[config.mk]
export PLATFORM = sky130hd
export DESIGN_NAME = rtl_bigreg_writer
export DESIGN_NICKNAME = d
export VERILOG_FILES = /design/src/rtl/axi_params_pkg.sv /design/src/rtl/mem_layout_pkg.sv /design/src/rtl/rtl_bigreg_writer.sv
export SDC_FILE = /design/constraint.sdc
export NUM_CORES = 1
export LEC_CHECK = 0
export ABC_CLOCK_PERIOD_IN_PS = 4100
export CAP_MARGIN = 20
export CELL_PAD_IN_SITES_DETAIL_PLACEMENT = 1
export CELL_PAD_IN_SITES_GLOBAL_PLACEMENT = 1
export CORE_UTILIZATION = 35
export CTS_CLUSTER_SIZE = 12
export DETAILED_ROUTE_END_ITERATION = 12
export GPL_TIMING_DRIVEN = 0
export PLACE_DENSITY_LB_ADDON = 0.05
export SYNTH_ARGS = -nofsm -noshare
export SYNTH_HDL_FRONTEND = slang
export SYNTH_SLANG_ARGS = --single-unit
[constraint.sdc]
create_clock -name clk -period 4.1 [get_ports clk]
set_clock_uncertainty 0.15 [all_clocks]
set_input_delay 0.82 -clock clk [delete_from_list [all_inputs] [get_ports clk]]
set_output_delay 0.82 -clock clk [all_outputs]
set_load 0.03 [all_outputs]
[src/rtl/axi_params_pkg.sv]
`default_nettype none
// ============================================================================
// Package     : axi_params_pkg
// Description : Bus-level parameters shared by the AXI-facing register logic.
//               A_DATA_WIDTH is the width of one mem-map word.
// Revision    : 1.0 - initial release
// ============================================================================
package axi_params_pkg;

   localparam int unsigned A_DATA_WIDTH = 32;

endpackage : axi_params_pkg
`default_nettype wire

[src/rtl/mem_layout_pkg.sv]
`default_nettype none
// ============================================================================
// Package     : mem_layout_pkg
// Description : Mem-map layout shared between the PL writers and the PS-side
//               register map: index width, block IDs, and the helpers and
//               state type used by the wide-register (bigreg) writer.
// Revision    : 1.0 - initial release
// ============================================================================
package mem_layout_pkg;

   // Width of a mem-map index.
   localparam int unsigned MEM_WIDTH         = 8;

   // Timestamp buffer block: BUFF_SAMPLES data words followed by a valid flag.
   localparam int unsigned BUFF_TIME_BASE_ID = 29;
   localparam int unsigned BUFF_SAMPLES      = 2;

   // Wide-register writer FSM states.
   typedef enum logic [1:0] {
      IDLE        = 2'd0,
      WRITE_WORD  = 2'd1,
      WRITE_VALID = 2'd2,
      WAIT_PS     = 2'd3
   } bigreg_state_t;

   // Mem-map index of word 'idx' in a block that starts at 'base'.
   function automatic logic [MEM_WIDTH-1:0] bigreg_word_id(input int unsigned base,
                                                          input int unsigned idx);
      return MEM_WIDTH'(base + idx);
   endfunction

endpackage : mem_layout_pkg
`default_nettype wire

[src/rtl/rtl_bigreg_writer.sv]
`default_nettype none
// ============================================================================
// Module      : rtl_bigreg_writer
// Description : Splits a wide value into NUM_WORDS mem-map words, writes them
//               to BASE_ID..BASE_ID+NUM_WORDS-1 (word 0 = LS slice), then
//               writes 1 to VALID_ID and waits for the PS to read it back.
// Revision    : 1.0 - initial release
//
// Ports
//   clk            in   single clock, rising edge
//   rst_n          in   synchronous active-low reset
//   data_in        in   NUM_WORDS*A_DATA_WIDTH value to publish
//   data_valid_in  in   value handshake: valid
//   data_ready_out out  value handshake: ready
//   mem_wr_id      out  mem-map index being written
//   mem_wr_data    out  write data
//   mem_wr_en      out  write request, held until mem_wr_ack
//   mem_wr_ack     in   write accepted (completes when en & ack)
//   ps_ack         in   pulse when the PS has read VALID_ID
//   busy           out  high in every state except IDLE
//   overwrite_cnt  out  unread values replaced (saturating)
//
// Configuration
//   RTL_BIGREG_OVERWRITE_EN : when defined, a new value may be accepted while
//                             waiting for the PS; it replaces the unread one
//                             and bumps overwrite_cnt. When undefined the
//                             writer blocks until ps_ack and the counter is 0.
// ============================================================================
module rtl_bigreg_writer
   import mem_layout_pkg::*;
   import axi_params_pkg::*;
#(
   parameter int unsigned BASE_ID   = BUFF_TIME_BASE_ID,
   parameter int unsigned NUM_WORDS = BUFF_SAMPLES        // 1..16
) (
   input  logic                              clk,
   input  logic                              rst_n,
   input  logic [NUM_WORDS*A_DATA_WIDTH-1:0] data_in,
   input  logic                              data_valid_in,
   output logic                              data_ready_out,
   output logic [MEM_WIDTH-1:0]              mem_wr_id,
   output logic [A_DATA_WIDTH-1:0]           mem_wr_data,
   output logic                              mem_wr_en,
   input  logic                              mem_wr_ack,
   input  logic                              ps_ack,
   output logic                              busy,
   output logic [15:0]                       overwrite_cnt
);

   localparam int unsigned      VALID_ID = BASE_ID + NUM_WORDS;
   localparam int unsigned      IDX_W    = (NUM_WORDS > 1) ? $clog2(NUM_WORDS) : 1;
   localparam logic [IDX_W-1:0] LAST_IDX = IDX_W'(NUM_WORDS - 1);

   bigreg_state_t                          state;
   logic [IDX_W-1:0]                       idx;
   logic [NUM_WORDS-1:0][A_DATA_WIDTH-1:0] latched;
   logic [IDX_W-1:0]                       next_idx;
   logic                                   accept;

   assign next_idx = idx + IDX_W'(1);

   // data_ready_out is only ever high in IDLE, or in WAIT_PS when overwrite
   // is enabled, so this is the single place a new value can enter.
   assign accept   = data_valid_in & data_ready_out;

   always_ff @(posedge clk) begin
      if (!rst_n) begin
         state          <= IDLE;
         idx            <= '0;
         latched        <= '0;
         mem_wr_en      <= 1'b0;
         mem_wr_id      <= '0;
         mem_wr_data    <= '0;
         data_ready_out <= 1'b1;
         busy           <= 1'b0;
`ifdef RTL_BIGREG_OVERWRITE_EN
         overwrite_cnt  <= '0;
`endif
      end else if (accept) begin
         // Word 0 goes out straight from data_in so it is on the bus the
         // cycle after acceptance.
         state          <= WRITE_WORD;
         idx            <= '0;
         latched        <= data_in;
         mem_wr_en      <= 1'b1;
         mem_wr_id      <= bigreg_word_id(BASE_ID, 0);
         mem_wr_data    <= data_in[A_DATA_WIDTH-1:0];
         data_ready_out <= 1'b0;
         busy           <= 1'b1;
`ifdef RTL_BIGREG_OVERWRITE_EN
         // A coincident ps_ack means the old value was read: no overwrite.
         if (state == WAIT_PS && !ps_ack && overwrite_cnt != 16'hFFFF) begin
            overwrite_cnt <= overwrite_cnt + 16'd1;
         end
`endif
      end else begin
         unique case (state)
            IDLE: begin
               // Waiting for a value; outputs already parked.
            end

            WRITE_WORD: begin
               // Without ack the id/data/en registers simply hold.
               if (mem_wr_ack) begin
                  if (idx == LAST_IDX) begin
                     state       <= WRITE_VALID;
                     mem_wr_id   <= MEM_WIDTH'(VALID_ID);
                     mem_wr_data <= A_DATA_WIDTH'(1);
                  end else begin
                     idx         <= next_idx;
                     mem_wr_id   <= bigreg_word_id(BASE_ID, 32'(next_idx));
                     mem_wr_data <= latched[next_idx];
                  end
               end
            end

            WRITE_VALID: begin
               if (mem_wr_ack) begin
                  state       <= WAIT_PS;
                  mem_wr_en   <= 1'b0;
                  mem_wr_id   <= '0;
                  mem_wr_data <= '0;
`ifdef RTL_BIGREG_OVERWRITE_EN
                  data_ready_out <= 1'b1;
`endif
               end
            end

            WAIT_PS: begin
               if (ps_ack) begin
                  state          <= IDLE;
                  data_ready_out <= 1'b1;
                  busy           <= 1'b0;
               end
            end

            default: begin
               state <= IDLE;
            end
         endcase
      end
   end

`ifndef RTL_BIGREG_OVERWRITE_EN
   assign overwrite_cnt = 16'd0;
`endif

endmodule : rtl_bigreg_writer
`default_nettype wire
### Word level (Yosys, flattened, before mapping)

Cells that the tools add are included.

* $add $sub $neg: 2
* magnitude comparators: 1
* equal/unequal tests: 11
* mux-type cells: 28
* bitwise gates (word level): 2
* reductions and logical operators: 16

Operators with widths (count)
* two-way mux 32 bit: 6
* case mux 32 bit (2 select lines): 1
* two-way mux 8 bit: 2
* case mux 8 bit (2 select lines): 1
* inequality test 3 bit, second input constant: 4
* two-way mux 1 bit: 11
* AND reduction 5 bit: 2
* nonzero test 2 bit: 5
* two-way mux 2 bit: 4
* inequality test 2 bit, second input constant: 4
* adder 5 x 1 -> 6 bit, first input constant: 1
* two-way mux 6 bit: 1
* case mux 2 bit (3 select lines): 1
* AND reduction 2 bit: 3
* AND reduction 3 bit: 2
* nonzero test 3 bit: 2
* two-way mux 5 bit: 1
* == test 2 bit, second input constant: 2
* nonzero test 4 bit: 1
* == test 2 x 1 -> 1 bit, second input constant: 1
* less-than comparator 1 x 2 -> 1 bit, second input constant: 1
* OR reduction 2 bit: 1
* adder 1 bit, second input constant: 1
* AND 1 bit: 1
* inverter 1 bit: 1

* register bits after elaboration: 110
* input port bits: 69
* output and inout port bits: 59
* logic and storage cells: 71

### Logic depth before layout (Yosys ltp)

Gate-level depths: netlist (run 1).

* depth after elaboration: 7
* gate-level depth with buffers: 7
* depth with buffers taken out: 5

### Worst setup path before layout (run 1)

No wires, ideal clock.

* path type: input to register
* from: input mem_wr_ack
* to: register mem_wr_data[10]
* setup time: 152 ps
* data arrival time: 1675 ps
* data required time: 3798 ps
* slack: 2123 ps
* stages: 5
* path buffers: 2
* path through: buf_2 -> o21ba_2 -> o21ai_2 -> buf_2 -> a221oi_2

* word-level cells in the longest chain between the ends: 2
* elaborated cells between the ends (all ways): 3
* classes of those cells: eq/ne: 2; reduce/logical: 1

Ends and longest elaborated chain
* start, declared: line rtl_bigreg_writer.sv:44 `input logic mem_wr_ack,`
* inequality test 3 bit (no line)
* AND reduction 3 bit (no line) *
* end signal, assigned: line rtl_bigreg_writer.sv:87 `mem_wr_data <= data_in[A_DATA_WIDTH-1:0];`
* end signal, assigned: line rtl_bigreg_writer.sv:112 `mem_wr_data <= latched[next_idx];`
* end, declared: line rtl_bigreg_writer.sv:42 `output logic [A_DATA_WIDTH-1:0] mem_wr_data,`

Mark *: on every way between the ends. The rest lies on a longest branch, timed or not.
A chain may end at the register's enable or synchronous reset.

### Worst setup path in the final report (run 1)

* from: register data_ready_out
* to: output data_ready_out

RTL lines
* start, declared: line rtl_bigreg_writer.sv:40 `output logic data_ready_out,`
* start signal, assigned: line rtl_bigreg_writer.sv:74 `data_ready_out <= 1'b1;`
* start signal, assigned: line rtl_bigreg_writer.sv:88 `data_ready_out <= 1'b0;`
* start signal, assigned: line rtl_bigreg_writer.sv:132 `data_ready_out <= 1'b1;`

No word-level cell between the ends.

==> results of run 1 <==
==> registers in the layout, indices dropped and copies added (netlist names) <==
signal / count
mem_wr_id: 3
state: 2
mem_wr_data: 32
idx: 1
busy: 1
latched: 32
data_ready_out: 1
mem_wr_en: 1
==> path summary, 6_finish.rpt <==
path,start,endpoint,slack [ns],cells after the start
setup / recovery,data_ready_out,data_ready_out,1.60,1
hold / removal,latched[61],latched[61],0.31,2
setup reg to reg,state[0],mem_wr_data[10],1.81,6
hold reg to reg,latched[61],latched[61],0.31,2
==> final cells by class <==
type,instances,area (um2)
clock inverter,5,55.05
inverter,4,15.01
clock buffer,11,141.4
timing repair buffer,107,1071
sequential,73,1461
multi-input combinational,263,1663
tap,129,161.4
buffer,53,316.6
fill,1136,4443
==> metal layers <==
metal	global-route usage, %	routed length (um)	up-vias	share of wire (%)
met5	0	0	-	0
met4	5.686	106	0	1.0
met3	4.109	537	8	5.2
met2	36.78	5137	90	50
met1	26.29	4556	1528	44
li1	-	-	1568	-
==> power breakdown <==
group / switching (uW) / internal (uW) / leakage [uW] / total (uW)
Sequential: 93.6 / 844 / 0.000602 / 937
Clock: 271 / 296 / 0.0000953 / 567
Combinational: 747 / 504 / 0.00117 / 1250
Total: 1110 / 1640 / 0.00187 / 2760
==> kinds of logic after synthesis <==
kind of cell	Yosys count	share of synthesized area [%]
adders and majority gates	6	2.216
AOI/OAI and AO/OA	121	30.95
DFF	73	43.13
and+or+nand+nor	116	13.48
other	1	0.1107
buffers and inverters	57	9.786
muxes	1	0.3323
==> layout by cell type (no fill, tap or decap), drive strengths merged, types with 2 or more instances in the layout <==
master / count
a22oi: 32
a21oi: 39
nor2: 38
a211oi: 3
nand2b: 3
dfxtp: 73
conb: 19
clkbuf: 20
inv: 4
o21ai: 5
nand2: 70
clkinvlp: 2
clkdlybuf4s50: 107
buf: 44
o21bai: 2
a221oi: 33
and2: 2
clkinv: 2
ha: 6
==> through the flow <==
stage	cells	instance area, um2	util, %
6_report	645	4885	52.37
5_1_grt	645	4885	52.37
4_1_cts	645	4885	52.37
3_5_place_dp	629	4688	50.26
3_3_place_gp	629	4688	50.26
2_1_floorplan	393	3456	-
==> metrics.md, run 1 <==
| Metric | Value |
|---|---|
| Status | `finished clean` |
| Count leader, synth | `dfxtp_1` |
| Die Width | `between 100 and 150 um` |
| CP max stage cell | `clkdlybuf4s50_1` |
| P&R area growth vs syn | `44.17%` |
| Initial Utilization | `36.32%` |
| Routed length per instance | `16.03 um` |
| Clk sinks | `73` |
| Pwr Total | `2756 uW` |
| Clock Path Buffers | `2` |
| Worst-Skew Late Latency | `around 0.35 ns` |
| Largest area contributor in the netlist | `dfxtp_1` |
| Total track usage | `between 20% and 30%` |
| Number of synthesized flops with an enable pin | `0` |
| Grt ovf | `0` |
| Share of cells above drive strength 1 | `a little under a fifth` |
| Syn Area/Cell | `around 9 um2` |
| H-tree Lvls | `3` |
| TNS Setup | `0 ns` |
| Final Setup Violations | `0` |
| Fin. max-slew vios | `0` |
| Leak | `0.001867 uW` |
| DR iter-0 viols | `95` |
| Worst Path Required | `roughly 3.1 ns` |
| Detail Placement HPWL | `approximately 7.6 mm` |
| Crit-path max FO | `7` |
| Pre-Repair DR Iteration Count | `4` |
| Critical-path cell list | `clkdlybuf4s50_1` |
| Min cycle time layout | `around 2.5 ns` |
| Cts-stage hold buffer count | `0` |
| Synth Register Bits | `73` |
| Worst-Margin Slew | `roughly 0.72 ns` |
| Count of different cell masters after synthesis | `33` |
| Critical path's largest stage delay | `between 0.7 and 0.8 ns` |
| Pwr/cell area | `about 560 nW/um2` |
| Startpoint Class | `register` |
| Post-CTS sizing | `0` |
| Crit. End Element | `output pin` |
| Critical path class | `reg2out` |
| Vias post-DR | `roughly 3200` |
| Die area | `~10000 um2` |
| Vias in the first global route | `roughly 3200` |
| Final worst path period share | `61.09%` |
| Delay-heaviest family, CP | `buffers and inverters` |
| Die H | `100.4 um` |
| Post-synth top area share | `43.13%` |
| CTS buffer count | `9` |
| VDD IR max | `roughly 240 uV` |
| Primary FF master, synth | `dfxtp_1` |
| Top post-synthesis cells by area | `dfxtp_1 43%, a221oi_2 13%, nand2_1 7.8%` |
| Post-route ant nets | `0` |
| YS warnings | `0` |
| DP Worst Slack | `around 1.4 ns` |
| Num rows | `35` |
| Post-DR vias/cell | `4.952` |
| Clk root buf | `clkbuf_8` |
| CP Buf/Inv Count | `1` |
| Post-synth ARST share | `0%` |
| Cell Area, Synth | `roughly 3400 um2` |
| RSZ-0062 raised after global routing | `false` |
| Final worst slack | `~1.6 ns` |
| First-pass GRT wire length | `16.17 mm` |
| Number of diodes | `0` |
| TritonCTS clock tree | `yes` |
| Worst hold margin | `a little over 0.3 ns` |
| Largest net degree at the start of global routing | `13` |
| # DRC | `0` |
| Post-CTS setup buffer count | `0` |
| Top cells by count, synth | `73 x dfxtp_1, 70 x nand2_1, 39 x a21oi_1` |
| Clk pin slew, worst setup/hold paths | `0.07 ns` |
| Io pins | `roughly 130` |
| Sequential area share after synthesis | `approximately 43%` |
| Slew HR | `between 50% and 60%` |
| Mapped Cells | `between 300 and 400` |
| Tightest Hold Check Type | `reg2reg` |
| Final hold vios | `0` |
| Drt total wl | `approximately 10 mm` |
| Max Cap Viol | `0` |
| Fmax | `between 300 and 400 MHz` |
| Nets@finish | `just under 600` |
| Core footprint | `9328 um2` |
| GP Congestion | `0.7380` |
| Worst Path Arrival | `1.53 ns` |
| Antenna violations before repair | `0` |
| Port bufs | `between 100 and 150` |
(Power assumes the default switching activity.)
==> run 2: changes to the inputs <==
--- a/config.mk
+++ b/config.mk
@@ -5,11 +5,11 @@
 export SDC_FILE = /design/constraint.sdc
 export NUM_CORES = 1
 export LEC_CHECK = 0
-export ABC_CLOCK_PERIOD_IN_PS = 4100
+export ABC_CLOCK_PERIOD_IN_PS = 2620
 export CAP_MARGIN = 20
 export CELL_PAD_IN_SITES_DETAIL_PLACEMENT = 1
 export CELL_PAD_IN_SITES_GLOBAL_PLACEMENT = 1
-export CORE_UTILIZATION = 35
+export CORE_UTILIZATION = 32
 export CTS_CLUSTER_SIZE = 12
 export DETAILED_ROUTE_END_ITERATION = 12
 export GPL_TIMING_DRIVEN = 0
==> constraint.sdc (replaced) <==
create_clock -name clk -period 2.62 [get_ports clk]
set_clock_uncertainty 0.15 [all_clocks]
set_input_delay 0.524 -clock clk [delete_from_list [all_inputs] [get_ports clk]]
set_output_delay 0.524 -clock clk [all_outputs]
set_load 0.03 [all_outputs]
==> run 2 against run 1 <==
Global-route usage shrank 1.4 points. Critical path type is now reg2reg. Cell count grew 1.1%. Core utilization shrank 4.6 points. Clock-buffer cell count grew 1.
==> metrics.md, run 2 (synthesized netlist as in run 1, its figures left out) <==
| Metric | Value |
|---|---|
| Min cycle time layout | `2.272 ns` |
| M1 GR Usage | `24.38% (-1.9 points)` |
| Grt ovf | `0 (unchanged)` |
| Post-CTS setup buffer count | `0 (unchanged)` |
| Routed length per instance | `16.08 um (+0.30%)` |
| # DRC | `0 (unchanged)` |
| Crit. End Element | `register` |
| Post-route ant nets | `0 (unchanged)` |
| Design area | `4912 um2 (+0.56%)` |
| Final worst path period share | `between 80% and 90%` |
| Leading registers by flop count | `latched (32), mem_wr_data (32), mem_wr_id (3)` |
| Worst R2R Start | `state[0]` |
| Initial Utilization | `32.97% (-3.4 points)` |
| Worst Path Arrival | `2.39 ns (+0.86 ns)` |
| First-pass GRT wire length | `16.91 mm (+4.6%)` |
| Vias post-DR | `3201 (+0.22%)` |
| Clk root buf | `clkbuf_8` |
| Critical path class | `reg2reg` |
| Max Cap Viol | `0 (unchanged)` |
| TNS Setup | `0 ns (unchanged)` |
| P&R area growth vs syn | `44.98%` |
| Tightest Hold Check Type | `reg2reg` |
| Port bufs | `107 (unchanged)` |
| Clk pin slew, worst setup/hold paths | `0.08 ns (about the same)` |
| Met3 usage | `3.057% (-1.1 points)` |
| H-tree Lvls | `3 (unchanged)` |
| Crit-path max FO | `10 (+3)` |
| Post-DP Area | `4697 um2 (+0.19%)` |
| Core footprint | `10280 um2 (+10%)` |
| Post-CTS sizing | `0 (unchanged)` |
| Detail Placement HPWL | `7.550 mm (-0.72%)` |
| Die Width | `104.9 um (+4.5%)` |
| Startpoint Class | `register` |
| Final hold vios | `0 (unchanged)` |
| Flop2flop setup slack | `0.35 ns (-1.46 ns)` |
| GP Congestion | `0.7480 (+1.4%)` |
| Hold endpoint | `latched[56]` |
| Pre-Repair DR Iteration Count | `4 (unchanged)` |
| Num rows | `37 (+5.7%)` |
| Worst hold stages | `2 (unchanged)` |
| Largest net degree at the start of global routing | `13 (unchanged)` |
| TritonCTS clock tree | `yes` |
| Clk sinks | `73 (unchanged)` |
| Clock Path Buffers | `2 (unchanged)` |
| Critical-path cell list | `inv_1 -> ha_1 -> a211oi_2 -> buf_2 -> a22oi_1 -> a221oi_2` |
| Number of diodes | `0 (unchanged)` |
| Worst-Skew Late Latency | `0.35 ns (about the same)` |
| Antenna violations before repair | `0 (unchanged)` |
| R2R cell count | `6 (unchanged)` |
| CTS buffer count | `9 (unchanged)` |
| Hold Crit Start | `latched[56]` |
| Vias in the first global route | `3319 (+3.4%)` |
| Share of cells above drive strength 1 | `18.22% (+0.19 points)` |
| Leak | `0.001876 uW (+0.50%)` |
| Pwr/cell area | `892.0 nW/um2 (+58%)` |
| Fin. max-slew vios | `0 (unchanged)` |
| Nets@finish | `586 (unchanged)` |
| Cts-stage hold buffer count | `0 (unchanged)` |
| DR iter-0 viols | `72 (-24%)` |
| Final Setup Violations | `0 (unchanged)` |
| M2 GR Usage | `34.11% (-2.7 points)` |
| Die area | `11000 um2 (+9.2%)` |
| Drt total wl | `10.48 mm (+1.4%)` |
| VDD IR max | `322.5 uV (+32%)` |
| Fmax | `around 440 MHz` |
| Global route hottest layer | `met2` |
| Post-DR vias/cell | `4.910 (-0.86%)` |
| RSZ-0062 raised after global routing | `false` |
| Reg2reg end | `mem_wr_data[5]` |
| Most frequent cells in the layout | `107 x clkdlybuf4s50_1, 73 x dfxtp_1, 70 x nand2_1` |
| Worst Path Required | `2.74 ns (-0.39 ns)` |
| Status | `finished clean` |
| Slew HR | `48.91% (-2.8 points)` |
| Worst-Margin Slew | `0.7664 ns (+0.04154 ns)` |
| Critical path's largest stage delay | `0.49 ns (-0.24 ns)` |
| Total track usage | `19.57% (-1.4 points)` |
| CP max stage cell | `dfxtp_1` |
| Commonest non-fill, non-tap cell in the layout | `clkdlybuf4s50_1` |
| Io pins | `128 (unchanged)` |
| Die H | `104.9 um (+4.5%)` |
run 2: cell types whose count changed in the layout (fill, tap and decap cells not counted):
cell	previous run	this run
clkbuf_8	10	12
clkbuf_1	10	9
clkinv_2	2	1
run 2: worst max-delay path: cells and delay by family (launching register included):
kind | cells | cell delay (ns)
AOI/OAI and AO/OA | 3 | 0.81
adders and majority gates | 1 | 0.31
buffers and inverters | 2 | 0.43
DFF | 1 | 0.49
run 2: metrics by stage:
step | hold slack (ns) | cells | total power, uW | util, % | worst slack, ns
after floorplan | 0.2860 | 393 | 2745 | - | 0.8079
after detailed placement | 0.2987 | 636 | 3463 | 45.70 | 0.1785
after global placement | 0.2924 | 636 | 3413 | 45.70 | 0.2295
after global routing | 0.3304 | 652 | 4614 | 47.80 | 0.1450
after CTS | 0.3105 | 652 | 4429 | 47.80 | 0.3341
final | 0.3118 | 652 | 4382 | 47.80 | 0.3484
run 2: worst max-delay path by stage:
stage                           end     startpoint
CTS                  mem_wr_data[5]       state[0]
detailed placement   mem_wr_data[5]  data_valid_in
global placement    mem_wr_data[17]  data_valid_in
floorplan           mem_wr_data[10]       state[1]
global route         mem_wr_data[5]       state[0]
finish               mem_wr_data[5]       state[0]
run 2: layer usage:
metal	up-vias	wire length, um
met5	-	0
met4	0	144
met3	13	430
met2	80	5067
met1	1537	4841
li1	1571	-
run 2: final cells by class:
cell class,instances,area (um2)
tap,136,170.2
timing repair buffer,107,1071
inverter,4,15.01
sequential,73,1461
clock inverter,4,50.05
buffer,53,316.6
fill,1241,5365
clock buffer,12,165.2
multi-input combinational,263,1663
run 2: where the power goes:
| part | switching [uW] | internal [uW] | total (uW) |
|---|---|---|---|
| Combinational | 1170 | 788 | 1960 |
| Sequential | 144 | 1320 | 1460 |
| Clock | 443 | 517 | 960 |
==> run 3: changes to the inputs <==
--- a/config.mk
+++ b/config.mk
@@ -5,11 +5,11 @@
 export SDC_FILE = /design/constraint.sdc
 export NUM_CORES = 1
 export LEC_CHECK = 0
-export ABC_CLOCK_PERIOD_IN_PS = 2620
+export ABC_CLOCK_PERIOD_IN_PS = 2700
 export CAP_MARGIN = 20
 export CELL_PAD_IN_SITES_DETAIL_PLACEMENT = 1
 export CELL_PAD_IN_SITES_GLOBAL_PLACEMENT = 1
-export CORE_UTILIZATION = 32
+export CORE_UTILIZATION = 35
 export CTS_CLUSTER_SIZE = 12
 export DETAILED_ROUTE_END_ITERATION = 12
 export GPL_TIMING_DRIVEN = 0
==> constraint.sdc (replaced) <==
create_clock -name clk -period 2.7 [get_ports clk]
set_clock_uncertainty 0.15 [all_clocks]
set_input_delay 0.54 -clock clk [delete_from_list [all_inputs] [get_ports clk]]
set_output_delay 0.54 -clock clk [all_outputs]
set_load 0.03 [all_outputs]
==> results of run 3 <==
Same layout as run 1 (identical final DEF). Status: finished clean.
Main changes from that run: setup slack after placement 1.353 ns -> 0.2332 ns; clock-pin slew on the worst setup and hold paths 0.07 ns -> 0.08 ns; setup slack after layout 1.596 ns -> 0.4065 ns; start point of the critical path data_ready_out -> state[0]; end point of the critical path data_ready_out -> mem_wr_data[10]; register-to-register setup slack 1.81 ns -> 0.41 ns; total power 2756 uW -> 4184 uW; worst IR drop on VDD 244.4 uV -> 371.1 uV
